==> src/rtl/number_overlay_ctrl.sv <==
// ---------------------------------------------------------------------------
// number_overlay_ctrl
//
// Purpose:
//   Converts a 14-bit binary measurement into four BCD digits with a
//   sequential shift-add-3 (double-dabble) engine. The result is held in a
//   pending register and copied to the display register only on a rising
//   edge of vertical sync, so a frame never shows a mix of old and new
//   digits. For every pixel the block outputs the BCD digit of the glyph
//   cell under pixel_x together with a digit-enable flag. These outputs
//   feed the digit glyph ROM stage.
//
// Parameters:
//   X0      - left x of the 4-digit field (pixel units)
//   Y0      - top y of the field; the field covers rows Y0+1 .. Y0+32
//   GLYPH_W - width of one digit cell in pixels (power of 2)
//   LZB     - 1 = blank leading zeros (the units digit is always shown)
//
// Ports:
//   clk          in   pixel clock
//   rst_n        in   asynchronous active-low reset
//   value_i      in   [13:0] binary value to display
//   value_valid  in   value_i is valid
//   value_ready  out  converter is idle and can accept a value
//   vs_i         in   vertical sync, active high
//   pixel_x      in   [11:0] current pixel column
//   pixel_y      in   [11:0] current pixel row
//   de           in   data enable
//   number_data  out  [3:0] BCD digit of the current pixel's cell
//   digit_en     out  current pixel lies in a shown digit cell
//   conv_done    out  one-cycle pulse when a conversion completes
//
// All outputs are registered. number_data/digit_en have a latency of one
// clock cycle relative to pixel_x/pixel_y/de.
// ---------------------------------------------------------------------------
module number_overlay_ctrl #(
    parameter int unsigned X0      = 0,
    parameter int unsigned Y0      = 50,
    parameter int unsigned GLYPH_W = 16,
    parameter int unsigned LZB     = 1
) (
    input  logic        clk,
    input  logic        rst_n,
    input  logic [13:0] value_i,
    input  logic        value_valid,
    output logic        value_ready,
    input  logic        vs_i,
    input  logic [11:0] pixel_x,
    input  logic [11:0] pixel_y,
    input  logic        de,
    output logic [3:0]  number_data,
    output logic        digit_en,
    output logic        conv_done
);

    // -----------------------------------------------------------------------
    // Constants
    // -----------------------------------------------------------------------
    localparam int unsigned GLYPH_SHIFT = $clog2(GLYPH_W);

    // Window bounds widened to 13 bits so Y0+32 cannot overflow 12 bits.
    localparam logic [12:0] X_LO = 13'(X0);
    localparam logic [12:0] Y_LO = 13'(Y0);
    localparam logic [12:0] Y_HI = 13'(Y0 + 32);

    localparam logic [11:0] X0_12    = 12'(X0);
    localparam logic [3:0]  LAST_IT  = 4'd13;      // 14 iterations: 0..13
    localparam logic [13:0] MAX_BCD  = 14'd9999;

    // -----------------------------------------------------------------------
    // Helper functions
    // -----------------------------------------------------------------------

    // Add 3 to a BCD nibble of 5 or more so the following shift carries
    // correctly into the next decade.
    function automatic logic [3:0] add3_nibble(input logic [3:0] nib);
        logic [3:0] res;
        if (nib >= 4'd5) begin
            res = nib + 4'd3;
        end else begin
            res = nib;
        end
        return res;
    endfunction

    // One double-dabble iteration on the {BCD[15:0], BIN[13:0]} register:
    // adjust every BCD nibble, then shift the whole 30-bit word left by one.
    function automatic logic [29:0] dabble_step(input logic [29:0] sr);
        logic [29:0] adj;
        adj          = sr;
        adj[29:26]   = add3_nibble(sr[29:26]);
        adj[25:22]   = add3_nibble(sr[25:22]);
        adj[21:18]   = add3_nibble(sr[21:18]);
        adj[17:14]   = add3_nibble(sr[17:14]);
        return {adj[28:0], 1'b0};
    endfunction

    // Clamp an input value to the largest four-digit number.
    function automatic logic [13:0] saturate_value(input logic [13:0] v);
        logic [13:0] res;
        if (v > MAX_BCD) begin
            res = MAX_BCD;
        end else begin
            res = v;
        end
        return res;
    endfunction

    // -----------------------------------------------------------------------
    // Converter state
    // -----------------------------------------------------------------------
    typedef enum logic [0:0] {
        ST_IDLE = 1'b0,
        ST_CONV = 1'b1
    } conv_state_e;

    conv_state_e state_q;
    logic [29:0] shift_q;
    logic [29:0] shift_d;
    logic [3:0]  iter_q;
    logic        ready_q;
    logic        done_q;
    logic        accept_s;
    logic        conv_last_s;

    // Pending / display storage
    logic [15:0] pend_q;
    logic        pend_flag_q;
    logic [15:0] disp_q;
    logic        vs_q;
    logic        vs_rise_s;
    logic        commit_s;

    // Pixel path
    logic [11:0] digit_pos_s;
    logic [1:0]  digit_idx_s;
    logic        x_ge_s;
    logic        in_win_s;
    logic [3:0]  digit_sel_s;
    logic        lead_zero_s;
    logic        blank_s;
    logic [3:0]  number_data_q;
    logic        digit_en_q;

    // Handshake, final-iteration and vsync-edge decode.
    always_comb begin
        accept_s    = value_valid && ready_q;
        conv_last_s = (state_q == ST_CONV) && (iter_q == LAST_IT);
        vs_rise_s   = vs_i && !vs_q;
        commit_s    = vs_rise_s && pend_flag_q;
        shift_d     = dabble_step(shift_q);
    end

    // Converter FSM: accepts a value, runs 14 dabble iterations, pulses done.
    always_ff @(posedge clk or negedge rst_n) begin
        if (!rst_n) begin
            state_q <= ST_IDLE;
            shift_q <= 30'd0;
            iter_q  <= 4'd0;
            ready_q <= 1'b1;
            done_q  <= 1'b0;
        end else begin
            case (state_q)
                ST_IDLE: begin
                    done_q <= 1'b0;
                    if (accept_s) begin
                        shift_q <= {16'd0, saturate_value(value_i)};
                        iter_q  <= 4'd0;
                        ready_q <= 1'b0;
                        state_q <= ST_CONV;
                    end else begin
                        ready_q <= 1'b1;
                    end
                end
                ST_CONV: begin
                    shift_q <= shift_d;
                    iter_q  <= iter_q + 4'd1;
                    if (conv_last_s) begin
                        ready_q <= 1'b1;
                        done_q  <= 1'b1;
                        state_q <= ST_IDLE;
                    end else begin
                        ready_q <= 1'b0;
                        done_q  <= 1'b0;
                    end
                end
                default: begin
                    state_q <= ST_IDLE;
                    ready_q <= 1'b1;
                    done_q  <= 1'b0;
                end
            endcase
        end
    end

    // Pending/display registers. A completion and a vsync edge on the same
    // cycle commit the old pending value; the new result waits one frame.
    always_ff @(posedge clk or negedge rst_n) begin
        if (!rst_n) begin
            pend_q      <= 16'd0;
            pend_flag_q <= 1'b0;
            disp_q      <= 16'd0;
            vs_q        <= 1'b0;
        end else begin
            vs_q <= vs_i;
            if (conv_last_s) begin
                // Latest result wins, even if the previous one was never shown.
                pend_q      <= shift_d[29:14];
                pend_flag_q <= 1'b1;
            end else if (commit_s) begin
                pend_flag_q <= 1'b0;
            end
            if (commit_s) begin
                disp_q <= pend_q;
            end
        end
    end

    // -----------------------------------------------------------------------
    // Pixel path
    // -----------------------------------------------------------------------

    // Cell index. The offset is only meaningful when pixel_x >= X0, which
    // in_win_s enforces, so the wrap of the subtraction never matters.
    assign digit_pos_s = (pixel_x - X0_12) >> GLYPH_SHIFT;

    // Window decode, digit select and leading-zero detection for this pixel.
    always_comb begin
        x_ge_s      = ({1'b0, pixel_x} >= X_LO);
        in_win_s    = de && x_ge_s && (digit_pos_s < 12'd4) &&
                      ({1'b0, pixel_y} > Y_LO) && ({1'b0, pixel_y} <= Y_HI);
        digit_idx_s = digit_pos_s[1:0];
        digit_sel_s = 4'd0;
        lead_zero_s = 1'b0;
        case (digit_idx_s)
            2'd0: begin
                digit_sel_s = disp_q[15:12];
                lead_zero_s = (disp_q[15:12] == 4'd0);
            end
            2'd1: begin
                digit_sel_s = disp_q[11:8];
                lead_zero_s = (disp_q[15:8] == 8'd0);
            end
            2'd2: begin
                digit_sel_s = disp_q[7:4];
                lead_zero_s = (disp_q[15:4] == 12'd0);
            end
            2'd3: begin
                // Units digit is never blanked.
                digit_sel_s = disp_q[3:0];
                lead_zero_s = 1'b0;
            end
            default: begin
                digit_sel_s = 4'd0;
                lead_zero_s = 1'b0;
            end
        endcase
        blank_s = (LZB != 0) && lead_zero_s;
    end

    // Registered pixel outputs, one cycle behind the pixel coordinates.
    always_ff @(posedge clk or negedge rst_n) begin
        if (!rst_n) begin
            number_data_q <= 4'd0;
            digit_en_q    <= 1'b0;
        end else if (in_win_s) begin
            number_data_q <= digit_sel_s;
            digit_en_q    <= !blank_s;
        end else begin
            number_data_q <= 4'd0;
            digit_en_q    <= 1'b0;
        end
    end

    assign value_ready = ready_q;
    assign conv_done   = done_q;
    assign number_data = number_data_q;
    assign digit_en    = digit_en_q;

endmodule

==> config.mk <==
export PLATFORM = sky130hd
export DESIGN_NAME = number_overlay_ctrl
export DESIGN_NICKNAME = d
export VERILOG_FILES = /design/src/rtl/number_overlay_ctrl.sv
export SDC_FILE = /design/constraint.sdc
export NUM_CORES = 1
export LEC_CHECK = 0
export BUFFER_PORTS_ARGS = -buffer_cell sky130_fd_sc_hd__buf_2
export CAP_MARGIN = 20
export CELL_PAD_IN_SITES_DETAIL_PLACEMENT = 0
export CELL_PAD_IN_SITES_GLOBAL_PLACEMENT = 1
export CORE_MARGIN = 1.5
export CORE_UTILIZATION = 25
export CTS_BUF_LIST = sky130_fd_sc_hd__clkbuf_8
export DETAILED_ROUTE_END_ITERATION = 8
export GPL_TIMING_DRIVEN = 0
export HOLD_SLACK_MARGIN = 0.15
export PLACE_DENSITY = 0.52
export RECOVER_POWER = 25
export SYNTH_ARGS = -nofsm -noshare
export SYNTH_HDL_FRONTEND = slang
export SYNTH_SLANG_ARGS = --single-unit
==> constraint.sdc <==
create_clock -name clk -period 1.6 [get_ports clk]
set_input_delay 0.32 -clock clk [delete_from_list [all_inputs] [get_ports clk]]
set_output_delay 0.32 -clock clk [all_outputs]
set_load 0.1 [all_outputs]
==> results of run 1 <==
worst reg2reg max path, stage by stage, from the launching register on:
cell and delay, ns:
dfrtp_1 0.40, inv_1 0.11, ha_2 0.23, nand2b_4 0.07
a21oi_4 0.18, mux2i_2 0.30, mux2_4 0.19
placed cells by master, fill, tap and decap left out, types with 3 or more instances in the layout:
cell type and instances:
nand2b_1 6, mux2_2 24, a21oi_1 4, mux2i_2 3, nand2_1 33, dfrtp_1 73
o31ai_1 3, buf_2 46, nor3_1 4, nor2b_1 4, a22o_1 16, ha_2 3
o22ai_1 4, inv_1 14, nor4_1 6, mux2_1 3, mux4_2 4, clkbuf_8 9
buf_6 3, ha_1 6, xnor2_1 4, o21ai_0 23, a21o_1 4, a21oi_2 3
buf_4 8, nor2_1 13
routing by layer:
layer  share of wire [%]  track usage (%)  up-vias
met2                  45             18.4       63
met5                   0                0        -
met4                 1.1             2.35        0
met3                 5.1             3.98        9
met1                  48             14.6     1161
li1                    -                -     1199
worst paths after layout:
path	to	slack [ns]	cells after the start
setup / recovery	pend_q[10]	0.06	6
hold / removal	shift_q[5]	0.19	2
setup reg to reg	pend_q[10]	0.06	6
hold reg to reg	pend_q[15]	0.48	2
max in group asynchronous	shift_q[18]	0.42	3
min in group asynchronous	pend_q[10]	0.36	2
per-stage QoR:
| step | std cells | power, mW | setup WS, ns |
|---|---|---|---|
| 6_report | 548 | 8.54 | 0.0585 |
| 5_1_grt | 548 | 9.23 | -0.0118 |
| 4_1_cts | 543 | 8.29 | 0.0136 |
| 3_5_place_dp | 524 | 6.53 | -0.0444 |
| 3_3_place_gp | 523 | 6.47 | -0.394 |
| 2_1_floorplan | 298 | 5.65 | 0.0339 |
final cells by class:
cell class	instances	share of cell area, %
Clock buffer	9	2.82
Multi-Input combinational cell	196	35.7
Timing Repair Buffer	54	7.24
Buffer	9	1.77
Clock inverter	7	2.22
Inverter	17	1.57
Sequential cell	76	43.5
Tap cell	180	5.13
sequential cells by signal (all words and copies together) (netlist names):
signal / count
value_ready: 1
state_q: 1
shift_q: 30
disp_q: 16
pend_flag_q: 1
conv_done: 1
iter_q: 4
pend_q: 16
vs_q: 1
number_data: 4
digit_en: 1
power by group through the flow:
| stage | sequential, mW | clock, mW | combinational [mW] |
|---|---|---|---|
| after floorplan | 3.32 | 0 | 2.33 |
| after global placement | 3.40 | 0 | 3.07 |
| after detailed placement | 3.41 | 0 | 3.13 |
| after CTS | 3.38 | 1.71 | 3.20 |
| after global routing | 3.52 | 1.77 | 3.93 |
| final | 3.39 | 1.64 | 3.51 |
cells by family after synthesis:
group	Yosys count
xor gates and xnor gates	5
and+or+nand+nor	80
adders and majority gates	10
AOI/OAI and AO/OA	65
muxes	36
DFF	76
buffers and inverters	26
what timing repair did:
action / in CTS / in global routing
gates resized for setup: 5 / 20
hold buffers: 2 / 0
endpoints found under the hold margin: 31 / 0
setup buffers: 1 / 5
pin swaps: 0 / 4
endpoints found under the setup margin: 11 / 16
==> results.py, run 1 <==
metrics = {
    "run_status": {
        "status": "completed",
    },
    "yosys": {
        "yosysWarnings": 0,
        "synth_top_family_by_area": "compound AO/OA/AOI/OAI gates",
        "synth.avg_cell_area_um2": 11.9,
        "synth_compound_area_share_pct": 12.8,
        "synth_xor_area_share_pct": 1.24,
        "synth_edf_count": 0,
        "synth_cell_types": 42,
        "synthSimpleGateAreaFrac_pct": 11.9,
        "synth_area_um2": 3540,
        "yosys.area.top_type_share_pct": 53.1,
        "ys_ff_latch": 76,
        "synth.most_common_cell": "dfrtp_1",
        "synth_nets": 351,
        "synth_top_area_cell": "dfrtp_1",
        "synth_fa_ha_area_share_pct": 3.54,
        "yosys_most_used_dff": "dfrtp_1",
        "synthCells": 298,
        "synth-seq-area-share_pct": 53.8,
        "synth.area.top_cells": "dfrtp_1 53%, mux2_2 8.3%, a22o_1 4.0%, ha_1 3.5%, nand2_1 3.5%",
        "synthMuxAreaShare_pct": 12.6,
        "yosys-top-cells-count": "75 x dfrtp_1, 33 x nand2_1, 26 x mux2_2",
        "async_reset_ff_share_pct": 100,
    },
    "power_and_ir_drop": {
        "p_switching_mw": 3.14,
        "p_sw_share_pct": 36.8,
        "p_leak_nw": 2.07,
        "clkPwrFrac_pct": 19.2,
        "p_int_mw": 5.40,
        "ir_drop_mv": 0.738,
        "p_per_area_nw_per_um2": 1950,
        "combPwrFrac_pct": 41.1,
        "p_seq_share_pct": 39.7,
    },
    "clocking": {
        "clkSlewWorstSetupHoldPaths_ns": 0.09,
        "cts_sinks": 76,
        "cts_buffer_depth": 2,
        "cts_tree": "built",
        "cts_made_buffers": 9,
        "cts_htree_levels": 3,
        "clk_latency_ns": 0.35,
        "cts_root_buffer": "clkbuf_8",
    },
    "timing": {
        "post-route-min-period_ns": 1.54,
        "slew_headroom_pct": 61.7,
        "worst_clock_skew_ns": 0.0128,
        "final.setup.tns_ns": 0,
        "final-hold-violation-count": 0,
        "worst_slew_pin_slew_ns": 0.575,
        "setup_violations": 0,
        "fmax_ghz": 0.649,
        "hold_slack_ns": 0.189,
        "slew_violations": 0,
        "fin_crit_sh_pct": 96.3,
    },
    "placement": {
        "hpwlAfterDp_mm": 5.53,
        "placed_cell_area_um2": 4020,
        "gp_congestion": 0.699,
        "io_buffer_count": 45,
    },
    "route": {
        "ant_nets": 0,
        "drc": 0,
        "drt_wl_total_mm": 7.84,
        "drt-initial-drc-count": 90,
        "vias": 2432,
        "vias_per_cell": 4.44,
        "drtPass1Iterations": 4,
        "wl_per_cell_um": 14.3,
    },
    "setup_path": {
        "critical_path.startpoint": "shift_q[23]",
        "path_buf_inv": 1,
        "critical_path_class": "flip-flop to flip-flop",
        "cp_cell_sequence": "inv_1, ha_2, nand2b_4, a21oi_4, mux2i_2, mux2_4",
        "cpPeakStageDelay_ns": 0.40,
        "crit_path_end_kind": "flip-flop",
        "cp_top_family": "multiplexers",
        "r2r-start": "shift_q[23]",
        "cp_data_arrival_time_ns": 1.83,
        "worst_ep_required_time_ns": 1.89,
        "slowest_stage": "dfrtp_1",
        "start_kind": "flip-flop",
        "cp_max_fo": 3,
    },
    "global_routing": {
        "grt_pass1_wl_mm": 12.9,
        "antenna_found_initial": 0,
        "grt_max_degree": 62,
        "grt_pass1_vias": 2565,
        "grt_usage_pct": 11.3,
        "grt_overflow": 0,
    },
    "hold_path": {
        "hold_path.class": "primary input to flip-flop",
        "hold_start": "value_i[5]",
    },
    "layout": {
        "drive_gt1_share_pct": 36.1,
        "diodes": 0,
        "seq_area_um2": 1910,
        "multiInputGateArea_um2": 1570,
        "final_util_pct": 31.7,
        "fin_nets": 416,
        "fillers": 1422,
        "postLayoutCellArea_um2": 4390,
        "syn2layout_area_growth_pct": 24.1,
    },
    "die": {
        "core_area_um2": 13800,
        "die_x_um": 122,
        "io_pins": 50,
        "die_area_um2": 14900,
        "num_rows": 43,
        "die_h_um": 122,
        "start_util_pct": 25.6,
    },
    "job": {
        "maxCapViolCount": 0,
    },
}
Note: power is estimated with default switching activity, not from simulation.
==> inputs of run 2 (changes only) <==
- BUFFER_PORTS_ARGS: -buffer_cell sky130_fd_sc_hd__buf_2 -> -buffer_cell sky130_fd_sc_hd__clkbuf_2
- CORE_MARGIN: 1.5 -> 3
- SLEW_MARGIN: unset -> 20
==> run 2 against run 1 <==
Final area is 2.9% lower. Utilization down 0.31 points. Global-route usage is 1.2 points lower. Die area increased by 5.0%. Sequential power barely moved. Total power shrank 7.2%. Register-to-register slack is essentially flat. Final cell count is 1.5% lower. Critical path type unchanged. Critical endpoint unchanged.
==> results.py, run 2 (same netlist as run 1, synthesis figures left out) <==
metrics = {
    "layout": {
        "seq_area_um2": 1910,
        "final_util_pct": 31.4,
        "fin_nets": 412,
        "reg_top3": "shift_q: 30 flops, disp_q: 16 flops, pend_q: 16 flops",
        "layout_common_cells": "73 x dfrtp_1, 43 x clkbuf_2, 33 x nand2_1",
        "fillers": 1431,
        "syn2layout_area_growth_pct": 20.5,
        "multiInputGateArea_um2": 1520,
        "drive_gt1_share_pct": 34.1,
        "final_common_cell": "dfrtp_1",
        "postLayoutCellArea_um2": 4260,
        "diodes": 0,
        "top_register": "shift_q",
        "largest_reg_flops": 30,
    },
    "route": {
        "wl_per_cell_um": 14.0,
        "drt-initial-drc-count": 133,
        "drt_wl_total_mm": 7.56,
        "drc": 0,
        "ant_nets": 0,
        "vias_per_cell": 4.55,
        "vias": 2455,
        "drtPass1Iterations": 4,
    },
    "die": {
        "num_rows": 42,
        "die_x_um": 125,
        "die_area_um2": 15600,
        "io_pins": 50,
        "core_area_um2": 13600,
        "die_h_um": 125,
        "start_util_pct": 26.1,
    },
    "power_and_ir_drop": {
        "p_total_mw": 7.92,
        "ir_drop_mv": 0.558,
        "p_leak_nw": 2.02,
        "p_per_area_nw_per_um2": 1860,
    },
    "timing": {
        "hold_slack_ns": 0.181,
        "slew_headroom_pct": 45.8,
        "final-hold-violation-count": 0,
        "worst_slew_pin_slew_ns": 0.813,
        "fin_crit_sh_pct": 96.4,
        "fmax_ghz": 0.648,
        "slew_violations": 0,
        "post-route-min-period_ns": 1.54,
        "setup_violations": 0,
        "worst_clock_skew_ns": 0.0100,
        "rsz0062_at_grt": "yes",
    },
    "setup_path": {
        "cp_top_family": "multiplexers",
        "cp_data_arrival_time_ns": 1.84,
        "critical_path_class": "flip-flop to flip-flop",
        "start_kind": "flip-flop",
        "worst_ep_required_time_ns": 1.90,
        "cp_max_fo": 5,
        "path_buf_inv": 0,
        "cpPeakStageDelay_ns": 0.45,
        "slowest_stage": "dfrtp_2",
        "cp_cell_sequence": "ha_1, nand2b_1, a21oi_2, mux2i_2, mux2_2",
        "crit_path_end_kind": "flip-flop",
    },
    "job": {
        "maxCapViolCount": 0,
    },
    "clocking": {
        "cts_sinks": 76,
        "cts_htree_levels": 3,
        "clkSlewWorstSetupHoldPaths_ns": 0.08,
        "cts_buffer_depth": 2,
        "cts_made_buffers": 9,
        "cts_root_buffer": "clkbuf_8",
        "clk_latency_ns": 0.36,
        "cts_tree": "built",
    },
    "placement": {
        "placed_cell_area_um2": 4020,
        "io_buffer_count": 45,
        "gp_congestion": 0.771,
        "hpwlAfterDp_mm": 5.53,
    },
    "global_routing": {
        "grt_usage_pct": 10.1,
        "grt_pass1_wl_mm": 12.6,
        "antenna_found_initial": 0,
        "grt_overflow": 0,
        "grt_pass1_vias": 2412,
        "grt_max_degree": 48,
    },
    "hold_path": {
        "hold_path.class": "primary input to flip-flop",
    },
    "run_status": {
        "status": "completed",
    },
}
[run 2: cell count changes in the layout (fill, tap and decap cells not counted), sizes merged]
| cell | delta |
|---|---|
| clkbuf | +42 |
| clkinv | +1 |
| buf | -46 |
| bufinv | -2 |
| inv | +1 |
[run 2: cell type report]
class	count	area share, %
clock buffer	9	2.91
timing repair buffer	50	6.96
clock inverter	7	1.06
multi-input combinational	196	35.7
buffer	9	1.82
inverter	17	1.61
tap	176	5.17
sequential	76	44.8
[run 2: timing repair]
item / in CTS / in global routing
gates resized for setup: 5 / 14
hold buffers: 2 / 0
endpoints found under the setup margin: 4 / 10
endpoints found under the hold margin: 30 / 0
pin swaps: 0 / 5
setup buffers: 1 / 1
[run 2: worst paths after layout]
check                            start          end  slack [ns]  cells after the start
setup reg to reg           shift_q[22]   pend_q[10]        0.06                      5
hold / removal              value_i[6]   shift_q[6]        0.18                      2
hold reg to reg             shift_q[9]   shift_q[9]        0.48                      2
max in group asynchronous        rst_n  value_ready        0.29                      3
setup / recovery           shift_q[22]   pend_q[10]        0.06                      5
min in group asynchronous        rst_n   shift_q[6]        0.58                      2
[run 2: through the flow]
stage | worst slack [ns] | std cells | setup TNS [ns]
floorplan | 0.0339 | 298 | 0
global placement | -0.592 | 519 | -44.15
detailed placement | -0.0629 | 520 | -0.108
CTS | 0.000183 | 539 | 0
global route | -0.00583 | 540 | -0.00984
finish | 0.0575 | 540 | 0
[run 2: routing by layer]
metal / share of wire, % / track usage, % / wire length (um) / vias to the layer above
met5: 0 / 0 / 0 / -
met4: 1.1 / 2.30 / 82 / 0
met3: 5.6 / 4.07 / 421 / 6
met2: 44 / 14.9 / 3360 / 63
met1: 49 / 14.0 / 3700 / 1198
li1: - / - / - / 1188
[run 2: where the power goes]
part / total (mW) / internal, mW / switching, mW
Clock: 1.32 / 0.557 / 0.759
Combinational: 3.23 / 1.62 / 1.61
Sequential: 3.37 / 2.74 / 0.636
Total: 7.92 / 4.91 / 3.01
